File: config.mk
export PLATFORM = sky130hd
export DESIGN_NAME = xilinx_reset_sequencer
export DESIGN_NICKNAME = d
export VERILOG_FILES = /design/src/rtl/xilinx_reset_sequencer.sv
export SDC_FILE = /design/constraint.sdc
export NUM_CORES = 1
export LEC_CHECK = 0
export CAP_MARGIN = 20
export CORE_MARGIN = 1.5
export CORE_UTILIZATION = 51
export CTS_CLUSTER_SIZE = 40
export DETAILED_ROUTE_END_ITERATION = 7
export GPL_ROUTABILITY_DRIVEN = 0
export GPL_TIMING_DRIVEN = 0
export PLACE_DENSITY = 0.76
export SYNTH_ARGS = -nofsm -noshare
export SYNTH_HDL_FRONTEND = slang
export SYNTH_SLANG_ARGS = --single-unit
File: constraint.sdc
create_clock -name clk -period 2.4 [get_ports clk]
set_input_delay 0.36 -clock clk [delete_from_list [all_inputs] [get_ports clk]]
set_output_delay 0.36 -clock clk [all_outputs]
set_load 0.1 [all_outputs]
File: src/rtl/xilinx_reset_sequencer.sv
// Orders the release of NUM_DOMAINS resets once PLL/MMCM lock is stable.
// Each domain is released only after the previous one acknowledges ready and
// a stagger gap elapses. Lock loss, soft_reset or a ready timeout re-asserts all.
// Ports:
//   clk, rst_n      sequencer clock, async active-low reset
//   pll_locked      lock status (synchronised to clk)
//   soft_reset      synchronous restart request
//   domain_ready    per-domain out-of-reset acknowledge
//   domain_reset    per-domain active-high reset
//   busy            1 while not in ST_RUN
//   all_released    1 only in ST_RUN
//   cur_domain      domain currently being released or awaited
//   timeout_err     1-cycle pulse on ready timeout
//   state_o         FSM state encoding
module xilinx_reset_sequencer #(
  parameter int unsigned NUM_DOMAINS    = 4,
  parameter int unsigned HOLD_CYCLES    = 16,
  parameter int unsigned LOCK_FILTER    = 4,
  parameter int unsigned STAGGER_CYCLES = 8,
  parameter int unsigned READY_TIMEOUT  = 1024,
  parameter int unsigned CNT_W          = 16
) (
  input  logic                   clk,
  input  logic                   rst_n,
  input  logic                   pll_locked,
  input  logic                   soft_reset,
  input  logic [NUM_DOMAINS-1:0] domain_ready,
  output logic [NUM_DOMAINS-1:0] domain_reset,
  output logic                   busy,
  output logic                   all_released,
  output logic [3:0]             cur_domain,
  output logic                   timeout_err,
  output logic [2:0]             state_o
);

  localparam int unsigned LOCK_W = $clog2(LOCK_FILTER + 1);
  localparam int unsigned IDX_W  = 4;

  typedef enum logic [2:0] {
    ST_ASSERT    = 3'd0,
    ST_WAIT_LOCK = 3'd1,
    ST_RELEASE   = 3'd2,
    ST_WAIT_RDY  = 3'd3,
    ST_STAGGER   = 3'd4,
    ST_RUN       = 3'd5
  } state_t;

  state_t                 state, state_nxt;
  logic [CNT_W-1:0]       cnt, cnt_nxt;
  logic [LOCK_W-1:0]      lock_cnt, lock_cnt_nxt;
  logic [IDX_W-1:0]       cur_nxt;
  logic [NUM_DOMAINS-1:0] domain_reset_nxt;
  logic                   busy_nxt;
  logic                   all_released_nxt;
  logic                   timeout_nxt;
  logic                   lock_ok;
  logic                   ready_sel;
  logic                   abort;

  assign state_o = state;
  assign lock_ok = (lock_cnt == LOCK_W'(LOCK_FILTER));
  // Lock loss is ignored in ST_ASSERT, where everything is already held.
  assign abort   = (!pll_locked && (state != ST_ASSERT)) || soft_reset;

  // State and output registers
  always_ff @(posedge clk or negedge rst_n) begin
    if (!rst_n) begin
      state        <= ST_ASSERT;
      cnt          <= CNT_W'(HOLD_CYCLES - 1);
      lock_cnt     <= '0;
      cur_domain   <= '0;
      domain_reset <= '1;
      busy         <= 1'b1;
      all_released <= 1'b0;
      timeout_err  <= 1'b0;
    end else begin
      state        <= state_nxt;
      cnt          <= cnt_nxt;
      lock_cnt     <= lock_cnt_nxt;
      cur_domain   <= cur_nxt;
      domain_reset <= domain_reset_nxt;
      busy         <= busy_nxt;
      all_released <= all_released_nxt;
      timeout_err  <= timeout_nxt;
    end
  end

  // Ready bit of the domain being awaited
  always_comb begin
    ready_sel = 1'b0;
    for (int i = 0; i < int'(NUM_DOMAINS); i++) begin
      if (cur_domain == IDX_W'(i)) ready_sel = domain_ready[i];
    end
  end

  // Next-state and next-output logic
  always_comb begin
    state_nxt        = state;
    cnt_nxt          = cnt;
    cur_nxt          = cur_domain;
    domain_reset_nxt = domain_reset;
    timeout_nxt      = 1'b0;
    lock_cnt_nxt     = lock_cnt;

    // Saturating lock filter
    if (!pll_locked)   lock_cnt_nxt = '0;
    else if (!lock_ok) lock_cnt_nxt = lock_cnt + LOCK_W'(1);

    case (state)
      ST_ASSERT: begin
        domain_reset_nxt = '1;
        if (cnt == '0) state_nxt = ST_WAIT_LOCK;
        else           cnt_nxt   = cnt - CNT_W'(1);
      end
      ST_WAIT_LOCK: begin
        if (lock_ok) begin
          state_nxt = ST_RELEASE;
          cur_nxt   = '0;
        end
      end
      ST_RELEASE: begin
        for (int i = 0; i < int'(NUM_DOMAINS); i++) begin
          if (cur_domain == IDX_W'(i)) domain_reset_nxt[i] = 1'b0;
        end
        state_nxt = ST_WAIT_RDY;
        cnt_nxt   = CNT_W'(READY_TIMEOUT - 1);
      end
      ST_WAIT_RDY: begin
        if (ready_sel) begin
          if (cur_domain == IDX_W'(NUM_DOMAINS - 1)) begin
            state_nxt = ST_RUN;
          end else begin
            state_nxt = ST_STAGGER;
            cnt_nxt   = CNT_W'(STAGGER_CYCLES - 1);
          end
        end else if (cnt == '0) begin
          timeout_nxt      = 1'b1;
          state_nxt        = ST_ASSERT;
          domain_reset_nxt = '1;
          cur_nxt          = '0;
          cnt_nxt          = CNT_W'(HOLD_CYCLES - 1);
        end else begin
          cnt_nxt = cnt - CNT_W'(1);
        end
      end
      ST_STAGGER: begin
        if (cnt == '0) begin
          state_nxt = ST_RELEASE;
          cur_nxt   = cur_domain + IDX_W'(1);
        end else begin
          cnt_nxt = cnt - CNT_W'(1);
        end
      end
      ST_RUN: begin
        domain_reset_nxt = '0;
      end
      default: begin
        state_nxt        = ST_ASSERT;
        domain_reset_nxt = '1;
        cur_nxt          = '0;
        cnt_nxt          = CNT_W'(HOLD_CYCLES - 1);
      end
    endcase

    // Abort wins over any same-cycle ready or timeout
    if (abort) begin
      state_nxt        = ST_ASSERT;
      domain_reset_nxt = '1;
      cur_nxt          = '0;
      cnt_nxt          = CNT_W'(HOLD_CYCLES - 1);
      timeout_nxt      = 1'b0;
    end

    busy_nxt         = (state_nxt != ST_RUN);
    all_released_nxt = (state_nxt == ST_RUN);
  end

endmodule

Yosys cells after proc, flatten, opt, wreduce, memory -nomap -nowiden
Cells that the tools add are included.

word-level totals
  memories = 0
  register bits after elaboration = 33
  input bits = 8
  word-level logic and storage cells = 94
  memory bits (writable) = 0
  bits in read-only memories = 0
  latch bits = 0

operators by class
  divide/modulo/power cells = 0
  $mul = 0
  muxes and demuxes = 38
  shifts and indexed selects = 0
  order comparisons = 0
  reduce and logical (&&, ||, !) cells = 17
  add/subtract/negate cells = 3
  equal/unequal tests = 25
  bitwise logic cells = 0

operators with widths
  cell                                                                     number
  16-bit two-way mux                                                       5
  16-bit one-hot mux with 4 select lines                                   1
  4-bit two-way mux                                                        8
  4-bit one-hot mux with 4 select lines                                    2
  3-bit inequality test, second input constant                             10
  3-bit two-way mux                                                        8
  3-bit one-hot mux with 6 select lines                                    1
  16-bit logical NOT                                                       1
  4-bit AND reduction                                                      4
  16-bit by 1-bit subtractor with 16-bit output, second input constant     1
  1-bit two-way mux                                                        13
  3-bit == test, second input constant                                     4
  4-bit by 2-bit == test with 1-bit output, second input constant          2
  3-bit by 2-bit == test with 1-bit output, second input constant          2
  2-bit by 1-bit inequality test with 1-bit output, second input constant  3
  2-bit OR reduction                                                       3
  5-bit AND reduction                                                      1
  4-bit by 1-bit adder with 4-bit output, second input constant            1
  4-bit by 1-bit == test with 1-bit output, second input constant          1
  4-bit logical NOT                                                        1
  4-bit inequality test, second input constant                             1
  3-bit by 1-bit adder with 3-bit output, second input constant            1
  3-bit by 1-bit == test with 1-bit output, second input constant          1
  3-bit logical NOT                                                        1
  7 further kinds                                                          7

Longest topological paths before layout
  depth in word-level cells = 9
  depth in mapped cells = 10
  mapped depth without buffers = 8

Least setup slack after synthesis
Ideal clock, no wire load.

  path kind = register -> register
  start point = reg cur_domain[0]
  end point = reg cnt[15]
  path slack = -0.609 ns
  path buffers = 1
  period minus slack after synthesis = 3.009 ns
  setup time = 0.076 ns
  data arrival time = 2.933 ns
  cell stages (with the launch flop) = 10
  path through = dfrtp_1 inv_1 ha_1 a21oi_1 a221oi_1 a21oi_1 a21oi_1 bufbuf_8 or4_1 o21ai_1

on the way
  word-level cells in the longest chain between the ends = 8
  elaborated cells on any way between the ends = 13

RTL lines
  what                                    line  RTL
  start, declared                         31    output logic [3:0] cur_domain,
  start signal, assigned                  80    cur_domain <= cur_nxt;
  4-bit logical NOT                       92    if (cur_domain == IDX_W'(i)) ready_sel = domain_ready[i];
  1-bit two-way mux (4 in series)         92
  16-bit two-way mux                      129   if (ready_sel) begin
  16-bit one-hot mux with 4 select lines  109   case (state)
  16-bit two-way mux                      166   if (abort) begin
  end signal, assigned                    69    cnt <= CNT_W'(HOLD_CYCLES - 1);
  end signal, assigned                    78    cnt <= cnt_nxt;
  end, declared                           49    logic [CNT_W-1:0] cnt, cnt_nxt;

Parallel ways exist; a longest one is shown, timed or not.
A chain may end at the register's enable or synchronous reset.

Worst setup path after layout
  start point = reg cur_domain[0]
  end point = out cur_domain[0]

No word-level cell between the ends.

==> results_dict.tcl <==
set metrics [dict create \
    status "finished, final reports clean" \
    hold_violations 0 \
    row_count 23 \
    wirelength_um 5670 \
    cts_buffer_depth 2 \
    critPathArrivalTime_ns 2.00 \
    fin_crit_sh_pct 98.3 \
    synth_common_cells "24 x dfrtp_1, 24 x o21ai_0, 18 x nand2_1" \
    synth_area_leaders "dfrtp_1 28%, dfstp_2 11%, o21ai_0 5.5%" \
    clock-sinks 33 \
    drt_iter0_drc 157 \
    clkTransAtPathRegs_ns 0.07 \
    final_antenna_net_count 0 \
    coreArea_um2 4060 \
    grt_overflow 0 \
    cts_max_level 2 \
    cts_buffers 5 \
    clock_latency_ns 0.29 \
    drcViolationCount 0 \
    slew_headroom_pct 35.2 \
    antenna_cells 0 \
    syn_area_per_cell_um2 9.12 \
    pre_cts_ws_ns -0.179 \
    drive_gt1_share_pct 32.6 \
    grt_antenna_before_repair 0 \
    grt_setup_unrepaired "true" \
    io-pin-count 22 \
    netlist.area_leader.share_pct 27.7 \
    power.density_nw_per_um2 430 \
    initial_core_util_pct 53.5 \
    maxCapViolCount 0 \
    ys.flop_type "dfrtp_1" \
    layout_setup_ws_ns 0.0414 \
    synth_nets 253 \
    worstMarginPinSlew_ns 0.970 \
    die-area_um2 4650 \
    dr.pass1.iters 6 \
    fp.dieW_um 68.2 \
    fin_skew_ns 0.00623 \
    via_per_inst 6.18 \
    grt_max_degree 34 \
    worstPathRequired_ns 2.04 \
    cts_root_buf "clkbuf_8" \
    place_area_um2 2460 \
    synthesis.area_um2 2170 \
    tritoncts "yes" \
    synth-edff-count 0 \
    area_growth_pct 33.2 \
    vdd_ir_drop_max_mv 0.300 \
    ys_seq_area_share_pct 38.6 \
    hp-class "in -> async" \
    critPathKind "reg -> out" \
    start_kind "register" \
    wl_per_cell_um 16.8 \
    slew_viol_final 0 \
    p_leak_nw 1.24 \
    period_minus_slack_ns 2.36 \
    fin_area_um2 2890 \
    nets 302 \
    setup_violations 0 \
    portBuffers 20 \
    syn_inst 238 \
    hpwl_um 3480 \
    holdBufCountCts 0 \
    endpoint_kind "output port" \
    fin_setup_tns_ns 0 \
    ys_ff_latch 33 \
    synthArstFlopShare_pct 100 \
    grtUsageTotal_pct 24.0 \
    fmax_mhz 424 \
    cp_max_fo 4 \
    synth-warning-count 0 \
    fp.dieH_um 68.2 \
    synth_area_leader_cell "dfrtp_1" \
    grt_pass1_wl_um 8370 \
    synth_cell_types 60 \
    route.vias.total 2089 \
    grt_pass1_vias 1760 \
]
[through the flow]
step | power (mW) | utilization [%] | hold slack (ns) | cells
6_report | 1.24 | 71.2 | 0.132 | 338
5_1_grt | 1.29 | 71.2 | 0.194 | 338
3_5_place_dp | 0.740 | 60.6 | 0.467 | 308
3_3_place_gp | 0.736 | 60.7 | 0.501 | 308
2_1_floorplan | 0.695 | - | 0.0644 | 238
4_1_cts | 1.24 | 66.4 | 0.156 | 326
[layout make-up]
type                       instances  area (µm²)
buffer                            10        82.6
clock buffer                       7        96.3
clock inverter                     1        5.00
fill                             289        1170
inverter                          14        57.6
multi-input combinational        179        1320
sequential                        33         851
tap                               50        62.6
timing repair buffer              44         412
[cells by family after synthesis]
| group | synth area share (%) |
|---|---|
| flip-flops | 38.6 |
| buffers and inverters | 6.92 |
| AO/OA/AOI/OAI | 22.0 |
| multiplexers | 2.54 |
| XOR/XNOR | 0.404 |
| AND/OR/NAND/NOR | 25.5 |
| adder cells (fa/ha/maj) | 4.04 |
[layer usage]
metal  part of all wire [%]  routed length (µm)  global-route usage (%)  vias to the layer above
li1                       -                   -                       -                      979
met1                     44                2480                    34.2                     1006
met2                     47                2680                    34.8                       92
met3                    7.4                 421                    6.09                       12
met4                    1.6                  89                    8.75                        0
met5                      0                   0                       0                        -
[critical path: stages, from the launching register on]
cell             delay (ns)
dfrtp_4                0.46
buf_4                  0.13
clkdlybuf4s50_1        1.12
[flip-flops by register name, summed over array words and instances, names as in the netlist]
name	cells
cnt	16
cur_domain	4
domain_reset	4
lock_cnt	3
state_o	3
all_released	1
busy	1
timeout_err	1
[layout by cell type, fill, tap and decap left out, types with 9 or more instances in the layout]
cell type	count
dfrtp_1	17
buf_4	19
a21oi_1	10
nor2_1	14
inv_1	10
clkdlybuf4s50_1	19
nand2_1	18
nor3_1	13
clkbuf_8	9
o21ai_0	21
dfstp_2	9
[repair_timing]
item | CTS | global route
gates cloned | 1 | 0
gates resized for setup | 11 | 25
endpoints found under the setup margin | 18 | 21
pin swaps | 15 | 13
buffers inserted | 10 | 13
[worst paths after layout]
check,from,endpoint,slack [ns],cells after the start
worst max-delay path,cur_domain[0],cur_domain[0],0.04,2
worst min-delay path,rst_n,cnt[14],0.13,1
worst max register to register,cnt[0],cnt[15],0.04,10
worst min register to register,cnt[10],cnt[10],0.52,1
max in group asynchronous,rst_n,cur_domain[0],1.72,1
min in group clk,soft_reset,state_o[1],0.44,3
[where the power goes]
part	internal (mW)	switching (mW)	total (mW)
clock network	0.259	0.213	0.472
registers	0.584	0.0241	0.609
logic	0.0777	0.0857	0.163
total	0.921	0.322	1.24
Note: power is estimated with default switching activity, not from simulation.
